File: config.mk
export PLATFORM = sky130hd
export DESIGN_NAME = mem_port_arbiter_flat
export DESIGN_NICKNAME = d
export VERILOG_FILES = /design/src/rtl/mem_port_arbiter_pkg.sv /design/src/rtl/mem_port_arbiter_if.sv /design/src/rtl/mem_port_arbiter_ws_counter.sv /design/src/rtl/mem_port_arbiter.sv /design/src/flat_wrapper.sv
export SDC_FILE = /design/constraint.sdc
export NUM_CORES = 1
export LEC_CHECK = 0
export CAP_MARGIN = 15
export CORE_ASPECT_RATIO = 1.25
export CORE_MARGIN = 1.5
export CORE_UTILIZATION = 37
export CTS_CLUSTER_DIAMETER = 40
export DETAILED_ROUTE_END_ITERATION = 16
export PLACE_DENSITY_LB_ADDON = 0.08
export SLEW_MARGIN = 10
export SYNTH_ARGS = -nofsm -noshare
export SYNTH_HDL_FRONTEND = slang
export SYNTH_SLANG_ARGS = --single-unit
File: constraint.sdc
create_clock -name clk_i -period 4.3 [get_ports clk_i]
set_input_delay 0.86 -clock clk_i [delete_from_list [all_inputs] [get_ports clk_i]]
set_output_delay 0.86 -clock clk_i [all_outputs]
set_load 0.03 [all_outputs]
File: src/rtl/mem_port_arbiter_pkg.sv
// Shared types for the unified memory port arbiter.
// States, owner encoding and wait-state counter sizing.
package mem_port_arbiter_pkg;

  typedef enum logic [1:0] {
    ARB_IDLE,
    ARB_ACCESS,
    ARB_DONE
  } arb_state_t;

  typedef enum logic {
    OWN_CPU,
    OWN_AUX
  } owner_t;

  function automatic int cnt_width(input int ws);
    return (ws < 1) ? 1 : $clog2(ws + 1);
  endfunction

endpackage

File: src/rtl/mem_port_arbiter_if.sv
// Bus bundle between requesters, arbiter and memory macro.
// master = requester/memory side, slave = arbiter side.
interface mem_port_arbiter_if #(
  parameter int DATA_W = 32,
  parameter int ADDR_W = 32
);

  logic              cpu_req_i;
  logic              cpu_we_i;
  logic [ADDR_W-1:0] cpu_addr_i;
  logic [DATA_W-1:0] cpu_wdata_i;
  logic [DATA_W-1:0] cpu_rdata_o;
  logic              cpu_ready_o;

  logic              aux_req_i;
  logic              aux_we_i;
  logic [ADDR_W-1:0] aux_addr_i;
  logic [DATA_W-1:0] aux_wdata_i;
  logic [DATA_W-1:0] aux_rdata_o;
  logic              aux_ready_o;

  logic              mem_req_o;
  logic              mem_we_o;
  logic [ADDR_W-1:0] mem_addr_o;
  logic [DATA_W-1:0] mem_wdata_o;
  logic [DATA_W-1:0] mem_rdata_i;

  modport master (
    output cpu_req_i, cpu_we_i,
    output cpu_addr_i, cpu_wdata_i,
    input  cpu_rdata_o, cpu_ready_o,
    output aux_req_i, aux_we_i,
    output aux_addr_i, aux_wdata_i,
    input  aux_rdata_o, aux_ready_o,
    input  mem_req_o, mem_we_o,
    input  mem_addr_o, mem_wdata_o,
    output mem_rdata_i
  );

  modport slave (
    input  cpu_req_i, cpu_we_i,
    input  cpu_addr_i, cpu_wdata_i,
    output cpu_rdata_o, cpu_ready_o,
    input  aux_req_i, aux_we_i,
    input  aux_addr_i, aux_wdata_i,
    output aux_rdata_o, aux_ready_o,
    output mem_req_o, mem_we_o,
    output mem_addr_o, mem_wdata_o,
    input  mem_rdata_i
  );

endinterface

File: src/rtl/mem_port_arbiter_ws_counter.sv
// Memory wait-state counter: load, decrement to zero, zero flag.
// Saturates at zero so it never wraps.
module ws_counter #(
  parameter int W = 2
) (
  input  logic         clk_i,
  input  logic         reset_i,
  input  logic         load,
  input  logic         dec,
  input  logic [W-1:0] load_val,
  output logic         zero
);

  logic [W-1:0] cnt;

  // Load on grant, count down while the access is in progress.
  always_ff @(posedge clk_i or posedge reset_i) begin
    if (reset_i) begin
      cnt <= '0;
    end else if (load) begin
      cnt <= load_val;
    end else if (dec && (cnt != '0)) begin
      cnt <= cnt - W'(1);
    end
  end

  assign zero = (cnt == '0);

endmodule

File: src/rtl/mem_port_arbiter.sv
// Arbiter sharing the unified I/D memory between CPU and AUX.
// IDLE grants, ACCESS holds the bus for the wait states, DONE pulses ready.
module mem_port_arbiter
  import mem_port_arbiter_pkg::*;
#(
  parameter int DATA_W      = 32,
  parameter int ADDR_W      = 32,
  parameter int WAIT_STATES = 2,
  parameter int ARB_MODE    = 0
) (
  input logic               clk_i,
  input logic               reset_i,
  mem_port_arbiter_if.slave bus
);

  localparam int CW = cnt_width(WAIT_STATES);
  localparam logic [CW-1:0] WS_LD = CW'(WAIT_STATES);
  localparam logic [ADDR_W-1:0] ADDR_MASK = ~ADDR_W'(3);

  arb_state_t state;
  owner_t     owner;
  owner_t     last_owner;

  logic              we_q;
  logic [ADDR_W-1:0] addr_q;
  logic [DATA_W-1:0] wdata_q;
  logic [DATA_W-1:0] cpu_rdata_q;
  logic [DATA_W-1:0] aux_rdata_q;
  logic              cpu_ready_q;
  logic              aux_ready_q;
  logic              mem_req_q;
  logic              mem_we_q;

  logic              cpu_req;
  logic              aux_req;
  logic              grant;
  logic              grant_cpu;
  logic              sel_we;
  logic [ADDR_W-1:0] sel_addr;
  logic [DATA_W-1:0] sel_wdata;
  logic              cnt_load;
  logic              cnt_dec;
  logic              cnt_zero;

  assign cpu_req = bus.cpu_req_i;
  assign aux_req = bus.aux_req_i;
  assign grant   = cpu_req | aux_req;

  // Pick the winner; a tie goes by mode and the previous owner.
  always_comb begin
    grant_cpu = 1'b0;
    unique case (1'b1)
      (cpu_req && aux_req):
        grant_cpu = (ARB_MODE != 0) ||
                    (last_owner == OWN_AUX);
      (cpu_req && !aux_req):
        grant_cpu = 1'b1;
      default:
        grant_cpu = 1'b0;
    endcase
  end

  assign sel_we    = grant_cpu ? bus.cpu_we_i
                               : bus.aux_we_i;
  assign sel_addr  = grant_cpu ? bus.cpu_addr_i
                               : bus.aux_addr_i;
  assign sel_wdata = grant_cpu ? bus.cpu_wdata_i
                               : bus.aux_wdata_i;

  assign cnt_load = (state == ARB_IDLE) && grant;
  assign cnt_dec  = (state == ARB_ACCESS);

  ws_counter #(
    .W (CW)
  ) u_ws_counter (
    .clk_i    (clk_i),
    .reset_i  (reset_i),
    .load     (cnt_load),
    .dec      (cnt_dec),
    .load_val (WS_LD),
    .zero     (cnt_zero)
  );

  // Transaction FSM with latched request and registered outputs.
  always_ff @(posedge clk_i or posedge reset_i) begin
    if (reset_i) begin
      state       <= ARB_IDLE;
      owner       <= OWN_CPU;
      last_owner  <= OWN_AUX;
      we_q        <= 1'b0;
      addr_q      <= '0;
      wdata_q     <= '0;
      cpu_rdata_q <= '0;
      aux_rdata_q <= '0;
      cpu_ready_q <= 1'b0;
      aux_ready_q <= 1'b0;
      mem_req_q   <= 1'b0;
      mem_we_q    <= 1'b0;
    end else begin
      cpu_ready_q <= 1'b0;
      aux_ready_q <= 1'b0;
      unique case (state)
        ARB_IDLE: begin
          if (grant) begin
            owner      <= grant_cpu ? OWN_CPU : OWN_AUX;
            last_owner <= grant_cpu ? OWN_CPU : OWN_AUX;
            we_q       <= sel_we;
            addr_q     <= sel_addr & ADDR_MASK;
            wdata_q    <= sel_wdata;
            mem_req_q  <= 1'b1;
            mem_we_q   <= sel_we;
            state      <= ARB_ACCESS;
          end
        end
        ARB_ACCESS: begin
          if (cnt_zero) begin
            if (owner == OWN_CPU) begin
              cpu_ready_q <= 1'b1;
              if (!we_q) cpu_rdata_q <= bus.mem_rdata_i;
            end else begin
              aux_ready_q <= 1'b1;
              if (!we_q) aux_rdata_q <= bus.mem_rdata_i;
            end
            mem_req_q <= 1'b0;
            mem_we_q  <= 1'b0;
            state     <= ARB_DONE;
          end
        end
        ARB_DONE: begin
          state <= ARB_IDLE;
        end
        default: begin
          state <= ARB_IDLE;
        end
      endcase
    end
  end

  assign bus.cpu_rdata_o = cpu_rdata_q;
  assign bus.cpu_ready_o = cpu_ready_q;
  assign bus.aux_rdata_o = aux_rdata_q;
  assign bus.aux_ready_o = aux_ready_q;
  assign bus.mem_req_o   = mem_req_q;
  assign bus.mem_we_o    = mem_we_q;
  assign bus.mem_addr_o  = addr_q;
  assign bus.mem_wdata_o = wdata_q;

endmodule
File: src/flat_wrapper.sv
// flat-port wrapper written by rule: the top's interface ports become plain ports
module mem_port_arbiter_flat import mem_port_arbiter_pkg::*;
#(
  parameter int DATA_W      = 32,
  parameter int ADDR_W      = 32,
  parameter int WAIT_STATES = 2,
  parameter int ARB_MODE    = 0
)
  (clk_i, reset_i, bus_cpu_req_i, bus_cpu_we_i, bus_cpu_addr_i, bus_cpu_wdata_i, bus_cpu_rdata_o, bus_cpu_ready_o, bus_aux_req_i, bus_aux_we_i, bus_aux_addr_i, bus_aux_wdata_i, bus_aux_rdata_o, bus_aux_ready_o, bus_mem_req_o, bus_mem_we_o, bus_mem_addr_o, bus_mem_wdata_o, bus_mem_rdata_i);
  mem_port_arbiter_if #(.DATA_W(DATA_W), .ADDR_W(ADDR_W)) bus_i ();
  input logic clk_i;
  input logic reset_i;
  input wire logic [$bits(bus_i.cpu_req_i)-1:0] bus_cpu_req_i;
  input wire logic [$bits(bus_i.cpu_we_i)-1:0] bus_cpu_we_i;
  input wire logic [$bits(bus_i.cpu_addr_i)-1:0] bus_cpu_addr_i;
  input wire logic [$bits(bus_i.cpu_wdata_i)-1:0] bus_cpu_wdata_i;
  output wire logic [$bits(bus_i.cpu_rdata_o)-1:0] bus_cpu_rdata_o;
  output wire logic [$bits(bus_i.cpu_ready_o)-1:0] bus_cpu_ready_o;
  input wire logic [$bits(bus_i.aux_req_i)-1:0] bus_aux_req_i;
  input wire logic [$bits(bus_i.aux_we_i)-1:0] bus_aux_we_i;
  input wire logic [$bits(bus_i.aux_addr_i)-1:0] bus_aux_addr_i;
  input wire logic [$bits(bus_i.aux_wdata_i)-1:0] bus_aux_wdata_i;
  output wire logic [$bits(bus_i.aux_rdata_o)-1:0] bus_aux_rdata_o;
  output wire logic [$bits(bus_i.aux_ready_o)-1:0] bus_aux_ready_o;
  output wire logic [$bits(bus_i.mem_req_o)-1:0] bus_mem_req_o;
  output wire logic [$bits(bus_i.mem_we_o)-1:0] bus_mem_we_o;
  output wire logic [$bits(bus_i.mem_addr_o)-1:0] bus_mem_addr_o;
  output wire logic [$bits(bus_i.mem_wdata_o)-1:0] bus_mem_wdata_o;
  input wire logic [$bits(bus_i.mem_rdata_i)-1:0] bus_mem_rdata_i;
  assign bus_i.cpu_req_i = bus_cpu_req_i;
  assign bus_i.cpu_we_i = bus_cpu_we_i;
  assign bus_i.cpu_addr_i = bus_cpu_addr_i;
  assign bus_i.cpu_wdata_i = bus_cpu_wdata_i;
  assign bus_cpu_rdata_o = bus_i.cpu_rdata_o;
  assign bus_cpu_ready_o = bus_i.cpu_ready_o;
  assign bus_i.aux_req_i = bus_aux_req_i;
  assign bus_i.aux_we_i = bus_aux_we_i;
  assign bus_i.aux_addr_i = bus_aux_addr_i;
  assign bus_i.aux_wdata_i = bus_aux_wdata_i;
  assign bus_aux_rdata_o = bus_i.aux_rdata_o;
  assign bus_aux_ready_o = bus_i.aux_ready_o;
  assign bus_mem_req_o = bus_i.mem_req_o;
  assign bus_mem_we_o = bus_i.mem_we_o;
  assign bus_mem_addr_o = bus_i.mem_addr_o;
  assign bus_mem_wdata_o = bus_i.mem_wdata_o;
  assign bus_i.mem_rdata_i = bus_mem_rdata_i;
  mem_port_arbiter #(.DATA_W(DATA_W), .ADDR_W(ADDR_W), .WAIT_STATES(WAIT_STATES), .ARB_MODE(ARB_MODE)) u_core (.clk_i(clk_i), .reset_i(reset_i), .bus(bus_i));
endmodule
==> impl_metrics.toml, run 1 <==
[pwr]
p_leak_nw = 4.00
p_per_area_nw_per_um2 = 824
ir_drop_v = 0.000312

[worst_setup_path]
critPathKind = "in -> reg"
critical_path_arrival_ps = 2820
r2r_slack_ps = 2150
crit_fanout = 36
setup.worst_path.end_class = "flop"
critPathLaunchType = "input port"
cp_data_required_time_ps = 4630

[clocking]
cts_buffers = 17
cts_setup_buffers = 0
ctsResizeCount = 0
cts-root-buf = "clkbuf_16"
cts_sinks = 137
ctsHtreeMaxLevel = 4
clkTransAtPathRegs_ps = 60
clk_latency_ps = 420
clockBufferDepth = 2
hold_buffers = 0
cts_tree = "built"

[run_status]
status = "complete, no violations"

[finish]
multi_input_area_um2 = 2400
diodes = 0
syn_to_final_growth_pct = 59.6
seq_area_um2 = 3430
final_util = 0.601
nNetsFinal = 973
final_layout_size_suffix_gt1_frac = 0.138
n_fill_cell = 1351

[floorplanning]
die_w_um = 118
die_y_um = 147
initial_core_util = 0.377
num_rows = 52
core-area_um2 = 16200
ios = 298
die-area_um2 = 17300

[detailed_routing]
detail-route-antenna-nets = 0
drt_iter0_markers = 350
wl_met2_mm = 9.34
drt_pre_antenna_iters = 5
wl_met3_mm = 1.52
wl_met1_mm = 7.53
post_drt_wl_per_cell_um = 18.4
top_layer_used = "met4"
wl_mm = 19.0
drc = 0
num_vias = 5468
viasPerCell = 5.29

[yosys]
syn_area_um2 = 6110
yosys_warnings = 0
ys_seq_area_frac = 0.562
yosysUniqueCellTypes = 35
synth_seq_cells = 137
avgSynthCellArea_um2 = 11.3
synthCells = 542

[global_route]
grt_pass1_wl_mm = 30.0
grt_antenna_before_repair = 0
grt_pass1_vias = 5561
grt_max_degree = 111
grt.total_usage = 0.221
grt_overflow = 0

[sta]
slew_violations = 0
slew_headroom = 0.390
fin_skew_ps = 12.5
fmax_mhz = 403
fin_setup_tns_ps = 0
hold_viol = 0
setup_violations = 0
rsz0062_at_grt = "false"
tightest_slew_ps = 914
period_share = 0.578
period_needed_ps = 2480

[placement]
io_buffers = 291
place.gp.congestion = 0.769
dp_hpwl_mm = 12.6

[flow_run]
maxCapViolations = 0

[hold_path]
holdCritPathClass = "reg -> reg"
==> cells in the final DEF (no fill, tap or decap), types with 2 or more instances in the layout <==
cell type | netlist | final
clkbuf_16 | 0 | 17
mux2_4 | 30 | 30
nand3_1 | 62 | 62
conb_1 | 1 | 2
o21ai_0 | 52 | 52
nand2_1 | 6 | 6
clkdlybuf4s50_1 | 0 | 290
bufinv_16 | 0 | 4
o21ai_1 | 11 | 11
clkinv_4 | 0 | 3
mux2_2 | 32 | 32
a31oi_1 | 64 | 64
inv_1 | 4 | 2
buf_4 | 7 | 8
nor2_4 | 0 | 2
nor2_1 | 5 | 3
a21oi_1 | 64 | 64
clkinvlp_4 | 0 | 4
clkbuf_1 | 21 | 2
dfrtp_1 | 136 | 136
nand3b_4 | 2 | 2
clkbuf_8 | 0 | 2
mux2_1 | 2 | 2
==> layer usage <==
layer | vias to the layer above | global-route usage
met4 | 0 | 0.103
met5 | - | 0
li1 | 2511 | -
met1 | 2659 | 0.262
met3 | 42 | 0.0762
met2 | 256 | 0.360
==> worst paths after layout <==
kind                                       from                          to  cells after the start
min in group asynchronous               reset_i  u_core.bus.mem_wdata_o[16]                      2
max                               bus_aux_req_i   u_core.bus.mem_addr_o[21]                      5
max reg2reg                   u_core.last_owner   u_core.bus.mem_addr_o[16]                      4
min reg2reg                u_core.bus.mem_req_o        u_core.bus.mem_req_o                      2
min                        u_core.bus.mem_req_o        u_core.bus.mem_req_o                      2
max in group asynchronous               reset_i   u_core.bus.mem_addr_o[31]                      3
==> logic make-up after synthesis <==
| logic type | after synthesis | synth area share |
|---|---|---|
| and+or+nand+nor | 82 | 0.0734 |
| adders and majority gates | 1 | 0.00205 |
| DFF | 137 | 0.562 |
| muxes | 64 | 0.136 |
| AOI/OAI and AO/OA | 195 | 0.175 |
| buffers and inverters | 61 | 0.0494 |
| other | 1 | 0.000614 |
| xor gates and xnor gates | 1 | 0.00143 |
==> flip-flops by register name (all words and copies together) (netlist names) <==
register / cells
u_core.bus.aux_rdata_o: 32
u_core.bus.aux_ready_o: 1
u_core.bus.cpu_rdata_o: 32
u_core.bus.cpu_ready_o: 1
u_core.bus.mem_addr_o: 30
u_core.bus.mem_req_o: 1
u_core.bus.mem_wdata_o: 32
u_core.bus.mem_we_o: 1
u_core.last_owner: 1
u_core.owner: 1
u_core.state: 2
u_core.u_ws_counter.cnt: 2
u_core.we_q: 1
==> synth_stat cells <==
cell,number,area (um^2)
a22oi_1,1,7.51
buf_1,6,22.5
conb_1,1,3.75
or3b_2,1,8.76
dfrtp_1,136,3400
buf_4,7,52.6
nand2b_1,1,6.26
nor2_1,5,18.8
o21ai_1,11,55.1
inv_2,1,3.75
or2_2,1,6.26
mux2_4,30,450
mux2_2,32,360
a31oi_1,64,400
buf_6,3,33.8
nor3_4,1,16.3
xnor2_1,1,8.76
and2_1,1,6.26
nand2_1,6,22.5
buf_2,18,90.1
inv_1,4,15.0
a21oi_1,64,320
clkbuf_1,21,78.8
a311oi_1,1,8.76
nand3_1,62,310
a2bb2oi_1,1,8.76
or2_1,1,6.26
o211ai_1,1,7.51
clkbuf_2,1,5.00
mux2_1,2,22.5
o21ai_0,52,260
ha_1,1,12.5
dfstp_2,1,26.3
nor2b_1,1,6.26
nand3b_4,2,40.0
==> power breakdown <==
part	internal (mW)	leakage (nW)	switching, mW
clock	1.00	0.296	0.549
sequential	1.95	1.60	0.368
combinational	1.82	2.11	2.34
==> layout make-up <==
class,count,share of cell area
multi-input combinational,345,0.247
tap,216,0.0277
sequential,137,0.352
clock inverter,10,0.0173
clock buffer,21,0.0473
inverter,5,0.00231
timing repair buffer,300,0.307
==> worst max-delay path, cell delays in order <==
cell	delay (ps)
clkdlybuf4s50_1	540
or2_2	630
buf_4	450
a21oi_1	140
a31oi_1	180
==> through the flow <==
stage	std cells	power (mW)	area, um^2	setup WS (ps)	hold slack (ps)
3_5_place_dp	1003	6.51	9110	1380	490
6_report	1034	8.03	9740	1820	496
4_1_cts	1034	8.11	9740	1830	503
2_1_floorplan	543	4.77	6110	1730	477
5_1_grt	1034	8.42	9740	1700	513
3_3_place_gp	1003	6.43	9110	1420	471
Note: power is estimated with default switching activity, not from simulation.
==> inputs of run 2 (changes only) <==
==> constraint.sdc (replaced) <==
create_clock -name clk_i -period 2.1 [get_ports clk_i]
set_input_delay 0.42 -clock clk_i [delete_from_list [all_inputs] [get_ports clk_i]]
set_output_delay 0.42 -clock clk_i [all_outputs]
set_load 0.03 [all_outputs]
==> run 2 against run 1 <==
Net effect:
- combinational power increased by 110%
- power increased by 100%
- setup slack got worse by 1600 ps
- first-iteration DRC count decreased by 25%
- sequential power increased by 100%
- final area increased by 1.5%
- clock-buffer cell count decreased by 2
- register-to-register slack got worse by 1800 ps
- via count increased by 1.1%
- die area unchanged
- core utilization increased by 0.92 points
==> impl_metrics.toml, run 2 (synthesized netlist as in run 1, its figures left out) <==
[global_route]
grt_pass1_vias = 5563
grt_antenna_before_repair = 0
grt_max_degree = 61
grt.total_usage = 0.216
grt_pass1_wl_mm = 29.6
grt_overflow = 0

[flow_run]
maxCapViolations = 0

[floorplanning]
ios = 298
initial_core_util = 0.377
num_rows = 52
die_w_um = 118
die_y_um = 147
core-area_um2 = 16200
die-area_um2 = 17300

[finish]
syn_to_final_growth_pct = 62.0
final_util = 0.611
stdcell_area_um2 = 9890
n_fill_cell = 1339
final_common_cell = "clkdlybuf4s50_1"
nNetsFinal = 984
layout_common_cells = "clkdlybuf4s50_1, dfrtp_1, a21oi_1, a31oi_1, nand3_1"
diodes = 0
final_layout_size_suffix_gt1_frac = 0.153

[detailed_routing]
drc = 0
wl_mm = 18.6
drt_pre_antenna_iters = 4
num_vias = 5527
viasPerCell = 5.28
post_drt_wl_per_cell_um = 17.8
drt_iter0_markers = 264
detail-route-antenna-nets = 0

[worst_setup_path]
critPathLaunchType = "flop"
crit_fanout = 2
path_cells = "clkdlybuf4s50_1"
cp_slowest_cell = "clkdlybuf4s50_1"
setup.worst_path.end_class = "primary output"
crit_family = "buffers and inverters"
max_stage_delay_ps = 720
cp.depth = 1
cp.buffers_inverters = 1
ff2ff_path_depth = 7
critPathKind = "reg -> out"
critical_path_arrival_ps = 1480
cp_data_required_time_ps = 1680

[clocking]
cts-root-buf = "clkbuf_16"
ctsHtreeMaxLevel = 4
clk_latency_ps = 410
ctsResizeCount = 0
cts_sinks = 137
clockBufferDepth = 2
clkTransAtPathRegs_ps = 60
hold_buffers = 0
cts_tree = "built"
cts_setup_buffers = 0
cts_buffers = 17

[placement]
place.gp.congestion = 0.774
dp_hpwl_mm = 13.0
placed_area_um2 = 9300
io_buffers = 291

[sta]
rsz0062_at_grt = "false"
setup_violations = 0
slew_headroom = 0.559
period_share = 0.905
period_needed_ps = 1900
fmax_mhz = 526
tightest_slew_ps = 662
whs_ps = 312
hold_viol = 0
fin_skew_ps = 8.96
slew_violations = 0

[run_status]
status = "complete, no violations"

[pwr]
ir_drop_v = 0.000663
p_per_area_nw_per_um2 = 1650
p_leak_nw = 4.07

[hold_path]
holdCritPathClass = "in -> reg"
min_path_cells = 2
run 2: per-stage QoR:
stage | setup TNS (ps) | worst slack (ps) | std cells | total power, mW
after floorplan | -3580 | -26.3 | 543 | 9.77
after global placement | 0 | 195 | 1014 | 13.3
after detailed placement | 0 | 165 | 1014 | 13.5
after CTS | 0 | 173 | 1046 | 16.5
after global routing | 0 | 156 | 1046 | 17.2
final | 0 | 200 | 1046 | 16.4
run 2: area by class of cell:
class | instances | area [um^2] | area share
clock buffers | 19 | 453 | 0.0458
inverters | 5 | 22.5 | 0.00228
well taps | 216 | 270 | 0.0273
flip-flops and latches | 137 | 3430 | 0.347
multi-input cells | 345 | 2400 | 0.243
repair buffers | 311 | 3170 | 0.321
clock inverters | 13 | 143 | 0.0144
run 2: path summary, 6_finish.rpt:
kind	start	endpoint	slack, ps
setup / recovery	u_core.bus.mem_addr_o[26]	bus_mem_addr_o[26]	200
hold / removal	bus_cpu_req_i	u_core.last_owner	310
setup reg to reg	u_core.u_ws_counter.cnt[0]	u_core.bus.aux_rdata_o[0]	340
hold reg to reg	u_core.bus.mem_req_o	u_core.bus.mem_req_o	470
max in group asynchronous	reset_i	u_core.bus.mem_addr_o[8]	1280
min in group asynchronous	reset_i	u_core.bus.mem_addr_o[14]	480
run 2: routing by layer:
layer / share of wire / track usage / vias up
met3: 0.081 / 0.0676 / 31
met5: 0 / 0 / -
met2: 0.50 / 0.364 / 258
li1: - / - / 2537
met4: 0.026 / 0.0866 / 0
met1: 0.39 / 0.257 / 2701
run 2: power by group:
| part | switching (mW) | internal, mW | leakage, nW |
|---|---|---|---|
| Clock | 1.16 | 1.82 | 0.278 |
| Sequential | 0.752 | 3.99 | 1.60 |
| Combinational | 4.78 | 3.86 | 2.20 |
==> inputs of run 3 (changes only) <==
--- a/config.mk
+++ b/config.mk
@@ -12,6 +12,7 @@
 export CTS_CLUSTER_DIAMETER = 40
 export DETAILED_ROUTE_END_ITERATION = 16
 export PLACE_DENSITY_LB_ADDON = 0.08
+export RECOVER_POWER = 25
 export SLEW_MARGIN = 10
 export SYNTH_ARGS = -nofsm -noshare
 export SYNTH_HDL_FRONTEND = slang
==> run 3 against run 2 <==
Net effect:
- fmax is 0.21% lower
- die area stayed put
- setup slack worse by 4.1 ps
- worst hold slack hardly changed
- register-to-register slack hardly changed
- sequential power hardly changed
- largest cell class unchanged
- power hardly changed
- critical path type unchanged
- critical endpoint unchanged
- final area is 0.48% lower
==> impl_metrics.toml, run 3 (synthesized netlist as in run 1, its figures left out) <==
[run_status]
status = "complete, no violations"

[clocking]
ctsResizeCount = 0
clockBufferDepth = 2
hold_buffers = 0
clkTransAtPathRegs_ps = 60
cts_sinks = 137
cts_buffers = 17
cts_tree = "built"
cts_setup_buffers = 0
cts-root-buf = "clkbuf_16"
clk_latency_ps = 420
ctsHtreeMaxLevel = 4

[detailed_routing]
num_vias = 5534
drt_iter0_markers = 263
detail-route-antenna-nets = 0
post_drt_wl_per_cell_um = 17.8
wl_mm = 18.6
viasPerCell = 5.29
drt_pre_antenna_iters = 4
drc = 0

[flow_run]
maxCapViolations = 0

[global_route]
grt_overflow = 0
grt_max_degree = 61
grt_pass1_vias = 5563
grt.total_usage = 0.216
grt_pass1_wl_mm = 29.6
grt_antenna_before_repair = 0

[finish]
seq_area_um2 = 3430
layout_common_cells = "clkdlybuf4s50_1, dfrtp_1, a21oi_1, a31oi_1, nand3_1"
nNetsFinal = 984
n_fill_cell = 1345
diodes = 0
final_layout_size_suffix_gt1_frac = 0.153
final_common_cell = "clkdlybuf4s50_1"
stdcell_area_um2 = 9840
fin_cells = 1046
syn_to_final_growth_pct = 61.2
multi_input_area_um2 = 2400

[worst_setup_path]
cp_slowest_cell = "clkdlybuf4s50_1"
critical_path_arrival_ps = 1480
path_cells = "clkdlybuf4s50_1"
cp.buffers_inverters = 1
crit_family = "buffers and inverters"
critPathKind = "reg -> out"
setup.worst_path.end_class = "primary output"
critPathLaunchType = "flop"
max_stage_delay_ps = 720
crit_fanout = 2
cp_data_required_time_ps = 1680

[sta]
tightest_slew_ps = 1020
slew_headroom = 0.318
whs_ps = 312
fin_skew_ps = 9.06
rsz0062_at_grt = "false"
hold_viol = 0
fmax_mhz = 525
period_share = 0.907
slew_violations = 0
period_needed_ps = 1900
setup_violations = 0

[placement]
io_buffers = 291
dp_cells = 1014
dp_hpwl_mm = 13.0
place.gp.congestion = 0.774
placed_area_um2 = 9300

[floorplanning]
ios = 298
initial_core_util = 0.377
die_w_um = 118
die_y_um = 147
num_rows = 52
core-area_um2 = 16200
die-area_um2 = 17300

[hold_path]
holdCritPathClass = "in -> reg"

[pwr]
power_frac_clock = 0.182
combinationalPowerShare = 0.528
p_per_area_nw_per_um2 = 1660
cellInternalPower_mw = 9.66
swShare = 0.409
p_leak_nw = 4.06
seq_power_share = 0.290
ir_drop_v = 0.000660
p_sw_mw = 6.68
## run 3: changes by cell type in the layout (fill, tap and decap cells not counted)
cell	previous run	this run
buf_12	9	6
dlygate4sd3_1	0	1
clkbuf_2	0	3
clkinvlp_4	6	5
clkinvlp_2	0	1
clkdlybuf4s50_1	290	289
## run 3: area by class of cell
cell class,count,share of cell area
clock buffers,19,0.0460
well taps,216,0.0275
inverters,5,0.00203
flip-flops and latches,137,0.348
multi-input cells,345,0.244
clock inverters,13,0.0145
repair buffers,311,0.317
## run 3: power groups by stage
stage	registers (mW)	logic (mW)	clock network [mW]
2_1_floorplan	7.20	2.57	0
3_3_place_gp	4.70	8.62	0
3_5_place_dp	4.77	8.70	0
4_1_cts	4.75	8.72	3.05
5_1_grt	4.90	9.11	3.15
6_report	4.74	8.63	2.97
## run 3: final timing paths
check                                           start                          to  slack (ps)  cells past startpoint
min in group asynchronous                     reset_i    u_core.bus.mem_addr_o[7]         620                      3
hold reg to reg                  u_core.bus.mem_req_o        u_core.bus.mem_req_o         470                      2
setup / recovery            u_core.bus.mem_addr_o[26]          bus_mem_addr_o[26]         200                      1
hold / removal                          bus_cpu_req_i           u_core.last_owner         310                      2
setup reg to reg           u_core.u_ws_counter.cnt[0]   u_core.bus.aux_rdata_o[0]         340                      7
max in group asynchronous                     reset_i  u_core.bus.cpu_rdata_o[29]         570                      3
## run 3: per-stage QoR
step	power, mW	setup TNS (ps)	utilization	worst slack [ps]
CTS	16.5	0	0.611	173
global placement	13.3	0	0.574	195
global route	17.2	0	0.608	156
floorplan	9.77	-3580	-	-26.3
finish	16.3	0	0.608	196
detailed placement	13.5	0	0.574	165
## run 3: metal layers
metal	up-vias	track usage	wire length [um]
met3	31	0.0676	1470
met5	-	0	0
met1	2708	0.257	7350
met4	0	0.0866	484
li1	2537	-	-
met2	258	0.364	9330
